**config.mk**
```make
export PLATFORM = sky130hd
export DESIGN_NAME = cam_multiport_regfile
export DESIGN_NICKNAME = d
export VERILOG_FILES = /design/src/rtl/cam_multiport_regfile.sv
export SDC_FILE = /design/constraint.sdc
export NUM_CORES = 1
export LEC_CHECK = 0
export BUFFER_PORTS_ARGS = -buffer_cell sky130_fd_sc_hd__clkbuf_2
export CAP_MARGIN = 15
export CORE_ASPECT_RATIO = 1.4
export CORE_MARGIN = 5
export CORE_UTILIZATION = 62
export CTS_CLUSTER_SIZE = 12
export DETAILED_ROUTE_END_ITERATION = 6
export PLACE_DENSITY = 0.89
export SLEW_MARGIN = 30
export SYNTH_ARGS = -nofsm -noshare
export SYNTH_HDL_FRONTEND = slang
export SYNTH_SLANG_ARGS = --single-unit
```
**constraint.sdc**
```tcl
create_clock -name clk_in -period 2.3 [get_ports clk_in]
set_input_delay 0.23 -clock clk_in [delete_from_list [all_inputs] [get_ports clk_in]]
set_output_delay 0.23 -clock clk_in [all_outputs]
set_load 0.1 [all_outputs]
```
**src/rtl/cam_multiport_regfile.sv**
```systemverilog
// Multi-read, single-write register file with per-entry valid bits, a masked CAM
// search port and a lowest-free-entry finder. All outputs are registered.
module cam_multiport_regfile #(
  parameter int SINGLE_ENTRY_SIZE_IN_BITS = 8,
  parameter int NUMBER_ENTRY              = 8,
  parameter int NUM_READ_PORT             = 2,
  parameter int BYPASS_EN                 = 0,
  localparam int ADDR_W                   = $clog2(NUMBER_ENTRY)
) (
  input  logic                                           clk_in,
  input  logic                                           reset_in,
  input  logic                                           write_en_in,
  input  logic [ADDR_W-1:0]                              write_addr_in,
  input  logic [SINGLE_ENTRY_SIZE_IN_BITS-1:0]           write_entry_in,
  input  logic                                           invalidate_en_in,
  input  logic [NUMBER_ENTRY-1:0]                        invalidate_mask_in,
  input  logic [NUM_READ_PORT-1:0]                       read_en_in,
  input  logic [NUM_READ_PORT*ADDR_W-1:0]                read_addr_in,
  output logic [NUM_READ_PORT*SINGLE_ENTRY_SIZE_IN_BITS-1:0] read_entry_out,
  output logic [NUM_READ_PORT-1:0]                       read_valid_out,
  input  logic                                           cam_en_in,
  input  logic [SINGLE_ENTRY_SIZE_IN_BITS-1:0]           cam_entry_in,
  input  logic [SINGLE_ENTRY_SIZE_IN_BITS-1:0]           cam_mask_in,
  output logic [NUMBER_ENTRY-1:0]                        cam_result_decoded_out,
  output logic                                           cam_hit_out,
  output logic [ADDR_W-1:0]                              cam_hit_index_out,
  output logic                                           free_valid_out,
  output logic [ADDR_W-1:0]                              free_index_out
);
  localparam int DW = SINGLE_ENTRY_SIZE_IN_BITS;

  logic [DW-1:0]                         r_data [NUMBER_ENTRY];
  logic [NUMBER_ENTRY-1:0]               r_valid;
  logic [NUM_READ_PORT-1:0][DW-1:0]      r_rd_data;
  logic [NUM_READ_PORT-1:0]              r_rd_vld;
  logic [NUMBER_ENTRY-1:0]               r_cam_hit_vec;
  logic                                  r_cam_hit;
  logic [ADDR_W-1:0]                     r_cam_idx;
  logic                                  r_free_vld;
  logic [ADDR_W-1:0]                     r_free_idx;

  logic                                  w_wr_ok;
  logic [NUMBER_ENTRY-1:0]               w_valid_nxt;
  logic [NUM_READ_PORT-1:0][DW-1:0]      w_rd_data;
  logic [NUM_READ_PORT-1:0]              w_rd_vld;
  logic [NUMBER_ENTRY-1:0]               w_hit;
  logic [ADDR_W-1:0]                     w_hit_idx;
  logic [ADDR_W-1:0]                     w_free_idx;

  // Writes beyond the last entry are dropped (NUMBER_ENTRY need not be a power of two).
  assign w_wr_ok = write_en_in && (32'(write_addr_in) < NUMBER_ENTRY);

  // Write beats invalidate on the same entry.
  always_comb begin
    w_valid_nxt = r_valid;
    if (invalidate_en_in) w_valid_nxt = w_valid_nxt & ~invalidate_mask_in;
    for (int i = 0; i < NUMBER_ENTRY; i++)
      if (w_wr_ok && write_addr_in == ADDR_W'(i)) w_valid_nxt[i] = 1'b1;
  end

  // Out-of-range read indices match no entry and so read as zero.
  always_comb begin
    w_rd_data = '0;
    w_rd_vld  = '0;
    for (int p = 0; p < NUM_READ_PORT; p++) begin
      for (int i = 0; i < NUMBER_ENTRY; i++) begin
        if (read_addr_in[p*ADDR_W +: ADDR_W] == ADDR_W'(i)) begin
          w_rd_data[p] = r_data[i];
          w_rd_vld[p]  = r_valid[i];
        end
      end
      if (BYPASS_EN != 0 && w_wr_ok && read_addr_in[p*ADDR_W +: ADDR_W] == write_addr_in) begin
        w_rd_data[p] = write_entry_in;
        w_rd_vld[p]  = 1'b1;
      end
    end
  end

  // CAM sees pre-write state; priority encoders scan high-to-low so the lowest index wins.
  always_comb begin
    w_hit      = '0;
    w_hit_idx  = '0;
    w_free_idx = '0;
    for (int i = 0; i < NUMBER_ENTRY; i++)
      w_hit[i] = cam_en_in && r_valid[i] && (((r_data[i] ^ cam_entry_in) & cam_mask_in) == '0);
    for (int i = NUMBER_ENTRY-1; i >= 0; i--) begin
      if (w_hit[i])        w_hit_idx  = ADDR_W'(i);
      if (!w_valid_nxt[i]) w_free_idx = ADDR_W'(i);
    end
  end

  always_ff @(posedge clk_in) begin
    if (!reset_in) begin
      for (int i = 0; i < NUMBER_ENTRY; i++) r_data[i] <= '0;
      r_valid       <= '0;
      r_rd_data     <= '0;
      r_rd_vld      <= '0;
      r_cam_hit_vec <= '0;
      r_cam_hit     <= 1'b0;
      r_cam_idx     <= '0;
      r_free_vld    <= 1'b0;
      r_free_idx    <= '0;
    end else begin
      for (int i = 0; i < NUMBER_ENTRY; i++)
        if (w_wr_ok && write_addr_in == ADDR_W'(i)) r_data[i] <= write_entry_in;
      r_valid <= w_valid_nxt;
      for (int p = 0; p < NUM_READ_PORT; p++) begin
        r_rd_data[p] <= read_en_in[p] ? w_rd_data[p] : '0;
        r_rd_vld[p]  <= read_en_in[p] & w_rd_vld[p];
      end
      r_cam_hit_vec <= w_hit;
      r_cam_hit     <= |w_hit;
      r_cam_idx     <= w_hit_idx;
      r_free_vld    <= ~&w_valid_nxt;
      r_free_idx    <= w_free_idx;
    end
  end

  assign read_entry_out         = r_rd_data;
  assign read_valid_out         = r_rd_vld;
  assign cam_result_decoded_out = r_cam_hit_vec;
  assign cam_hit_out            = r_cam_hit;
  assign cam_hit_index_out      = r_cam_idx;
  assign free_valid_out         = r_free_vld;
  assign free_index_out         = r_free_idx;

endmodule

```
# --- Word-level counts from Yosys, hierarchy flattened ---
# Memories as Yosys holds them, arrays and structs flattened.
# Index checks and enable logic that the tools add are counted.
word_totals:
  mem_bits_rw: 64
  n_memories: 1
  regBits: 42
  out_inout_bits: 34
classes:
  n_reduce_logical: 46
  bitwise: 29
  eq_ne: 21
  mux: 88
mem_list:
  columns: ["name", "depth", "width", "rd", "rd_ports_with_merged_regs", "write_ports", "line_no", "text"]
  rows:
  - ["r_data", 8, 8, 8, 0, 8, "32", "logic [DW-1:0] r_data [NUMBER_ENTRY];"]
op_table:
  columns: ["cell", "n"]
  rows:
  - ["8-bit two-way mux", 25]
  - ["8-bit bitwise AND", 9]
  - ["8-bit logical NOT", 8]
  - ["8-bit bitwise XOR", 8]
  - ["1-bit two-way mux", 51]
  - ["3-bit equality test, second input constant", 12]
  - ["1-bit logical AND", 24]
  - ["3-bit two-way mux", 8]
  - ["3-bit by 2-bit equality test with 1-bit output, second input constant", 6]
  - ["3-bit by 1-bit equality test with 1-bit output, second input constant", 3]
  - ["3-bit logical NOT", 3]
  - ["2-bit two-way mux", 4]
  - ["8-bit inverter", 1]
  - ["1-bit bitwise OR", 8]
  - ["8-bit AND reduction", 1]
  - ["8-bit OR reduction", 1]
  - ["2-bit AND reduction", 3]
  - ["5-bit AND reduction", 1]
  - ["5-bit OR reduction", 1]
  - ["3-bit AND reduction", 1]
  - ["3-bit OR reduction", 1]
  - ["1-bit bitwise AND", 2]
  - ["2-bit OR reduction", 1]
  - ["1-bit logical NOT", 1]
  - ["1-bit inverter", 1]

# --- Depth between registers and ports, before layout ---
# An unclocked memory read counts as a cell.
depth:
  depth_word: 12
  depth_mapped: 8

# --- Worst setup path after synthesis ---
# OpenSTA, ideal clock, no wires.
synth_path:
  kind: "register -> register"
  start: "memory r_data[0][26] in the netlist's numbering"
  end: "register r_cam_hit, in the netlist cam_hit_out"
  t_required_ns: 2.185
  t_arrival_ns: 1.477
  period_less_slack_ns: 1.592
  setup_slack_ns: 0.708
  stages_incl_launch_ff: 7
  path_buffers: 0
  path_cell_list: "edfxtp_1 xor2_1 a22oi_1 nand2_1 nor3_1 or4b_4 o21a_1"
synth_lines:
  columns: ["item", "line_no", "text"]
  rows:
  - ["start: declaration", "32", null]
  - ["end signal: assignment", "112", "r_cam_hit <= |w_hit;"]
  - ["end: declaration", "37", "logic r_cam_hit;"]

==> flow_summary_export.csv <==
group,metric,value,unit
outcome,outcome,"finished, final reports clean",
clocking,cts-resized-gates,0,
placed_design,io_buffers,81,
global_routing,grt_max_degree,24,
clocking,cts_tree,"built",
die,die_height,124,um
sta,slew_headroom,54.2,%
die,io-pin-count,82,
synth,synth_area_leaders,"edfxtp_1, dfxtp_1, xor2_1",
job,maxCapViolCount,0,
sta,fin_crit,1900,ps
critical_path,crit_chain,"xor2_1 -> a22o_1 -> a221oi_1 -> nand3_1 -> nand4b_1 -> nor3b_2",
synth,synth-seq-cells,106,
critical_path,critPathArrivalTime,2170,ps
synth,synthArstFlopShare,0,%
sta,clock_skew,6.77,ps
synth,yosysMostFrequentCell,"nor2_1",
routing,routed_wl,15900,um
sta,fin_setup_tns,0,ps
routing,viasPerCell,6.56,
sta,hold_violations,0,
placed_design,pre_cts_ws,388,ps
finish,fillers,664,
hold_path,min-delay-path-class,"primary input to flip-flop",
routing,vias,4728,
routing,drc,0,
routing,drt-pass1-iter-count,7,
placed_design,dp.cells,705,
die,num_rows,41,
sta,fmax,526,MHz
die,start_util,63.5,%
sta,whs,243,ps
die,die-area,11400,um2
synth,ys_top_cells_by_count,"nor2_1, edfxtp_1, xor2_1",
power,leakage,2.63,nW
placed_design,place_congestion,1.01,
synth,yosysSeqAreaShare,47.9,%
global_routing,grt_overflow,0,
clocking,insertion_delay,340,ps
placed_design,dp_hpwl,11800,um
critical_path,end_kind,"flip-flop",
critical_path,critPathSlowestCell,"edfxtp_1",
critical_path,crit_required,2570,ps
finish,area_growth,11.7,%
die,fp.coreArea,9080,um2
global_routing,grt_pass1_wl,25000,um
routing,antenna_left,0,
clocking,cts.sink_count,106,
sta,finalSetupViolCount,0,
finish,multi_input_area,2740,um2
synth,synth_edf_count,64,
critical_path,setup.worst_path.start_class,"flip-flop",
synth,avgSynthCellArea,10.6,um2
routing,routedWlPerCell,22.1,um
finish,fin_nets,657,
critical_path,path_buf_inv,0,
finish,drive_gt1_share,23.6,%
global_routing,gr-usage-all-layers,28.9,%
finish,ff_latch_area,2760,um2
clocking,hold_buffers,0,
synth,syn_nets,594,
routing,drt_iter0_markers,718,
synth,synth_cells,546,
clocking,clk_path_buf_depth,2,
finish,final-instance-count-excl-fill,721,
finish,antennaDiodeCount,0,
power,power,4.58,mW
critical_path,critPathKind,"flip-flop to flip-flop",
sta,rsz0062_at_grt,"no",
clocking,htree_levels,3,
clocking,cts-root-buf,"clkbuf_16",
critical_path,slowest_delay,440,ps
power,p_per_area,711,nW/um2
clocking,post_cts_buffers,0,
synth,ys.flop_type,"edfxtp_1",
power,peakVddDrop,0.492,mV
die,die_x,91.5,um
synth,synthDominantCellAreaShare,33.3,%
critical_path,path_max_fanout,4,
sta,slew_viol_final,0,
sta,tightest_slew,687,ps
critical_path,cp_top_family,"compound AO/OA/AOI/OAI gates",
sta,finalWorstSetupSlack,399,ps
sta,finalCritPeriodShare,82.6,%
synth,synth_top_area_cell,"edfxtp_1",
clocking,clk_pin_slew,70,ps
synth,mappedNetlistArea,5760,um2
synth,ys_types,51,
clocking,numCtsBuffers,9,
global_routing,grt_antenna_before_repair,0,
synth,yosysWarnings,0,
global_routing,first_global_vias,4626,
## cell families (layout without fill, tap and decap cells)
| family | count (synthesis) | after routing | synth area share, % |
|---|---|---|---|
| AND/OR/NAND/NOR | 198 | 198 | 15.5 |
| XOR/XNOR | 64 | 64 | 9.72 |
| buffers and inverters | 48 | 116 | 4.49 |
| multiplexers | 40 | 40 | 11.2 |
| AO/OA/AOI/OAI | 90 | 90 | 11.2 |
| flip-flops | 106 | 106 | 47.9 |
## layer usage
layer / global-route usage (%) / wire length, um / part of all wire, % / vias up
li1: - / - / - / 2088
met1: 36.0 / 5640 / 35 / 2239
met2: 48.3 / 7950 / 50 / 342
met3: 5.50 / 1720 / 11 / 59
met4: 14.5 / 628 / 3.9 / 0
met5: 0 / 0 / 0 / -
## layout by cell type (no fill, tap or decap), drive strengths merged, types with 10 or more instances in the layout
cell and n:
mux4 18, edfxtp 64, mux2 14, nor2 92
inv 10, xor2 64, a21oi 12, nand3 19
nand2 56, a22oi 22, clkbuf 95, a2111oi 10
dfxtp 42, o22ai 10
## stage by stage
stage                     utilization, %  instance area [um2]
after floorplan                        -                 5760
after global placement              67.7                 6150
after detailed placement            67.7                 6150
after CTS                           70.9                 6440
after global routing                70.9                 6440
final                               70.9                 6440
## layout make-up
class	instances	share of cell area, %
Sequential cell	106	42.9
Multi-Input combinational cell	392	42.6
Timing Repair Buffer	89	7.23
Clock buffer	14	4.43
Tap cell	107	2.08
Inverter	11	0.641
Clock inverter	2	0.155
## worst reg2reg max path: stages (launching register included)
cell,delay (ps)
edfxtp_1,440
xor2_1,170
a22o_1,240
a221oi_1,410
nand3_1,240
nand4b_1,160
nor3b_2,160
## sequential cells by signal (all words and copies together), names as in the netlist, 2 cells and up
| signal | count |
|---|---|
| cam_hit_index_out | 3 |
| free_index_out | 3 |
| r_data | 64 |
| read_entry_out | 16 |
| cam_result_decoded_out | 8 |
| read_valid_out | 2 |
| r_valid | 8 |
## final timing paths
kind | cells past startpoint | end | startpoint | slack (ps)
worst min register to register | 2 | cam_result_decoded_out[1] | r_valid[1] | 550
worst max-delay path | 6 | cam_hit_index_out[2] | r_data[1][4] | 400
worst min-delay path | 2 | cam_hit_out | reset_in | 240
worst max register to register | 6 | cam_hit_index_out[2] | r_data[1][4] | 400
## report_power, final
group / internal, mW / switching [mW]
combinational: 0.277 / 0.556
clock: 0.858 / 0.657
sequential: 2.13 / 0.105
Note: power is estimated with default switching activity, not from simulation.
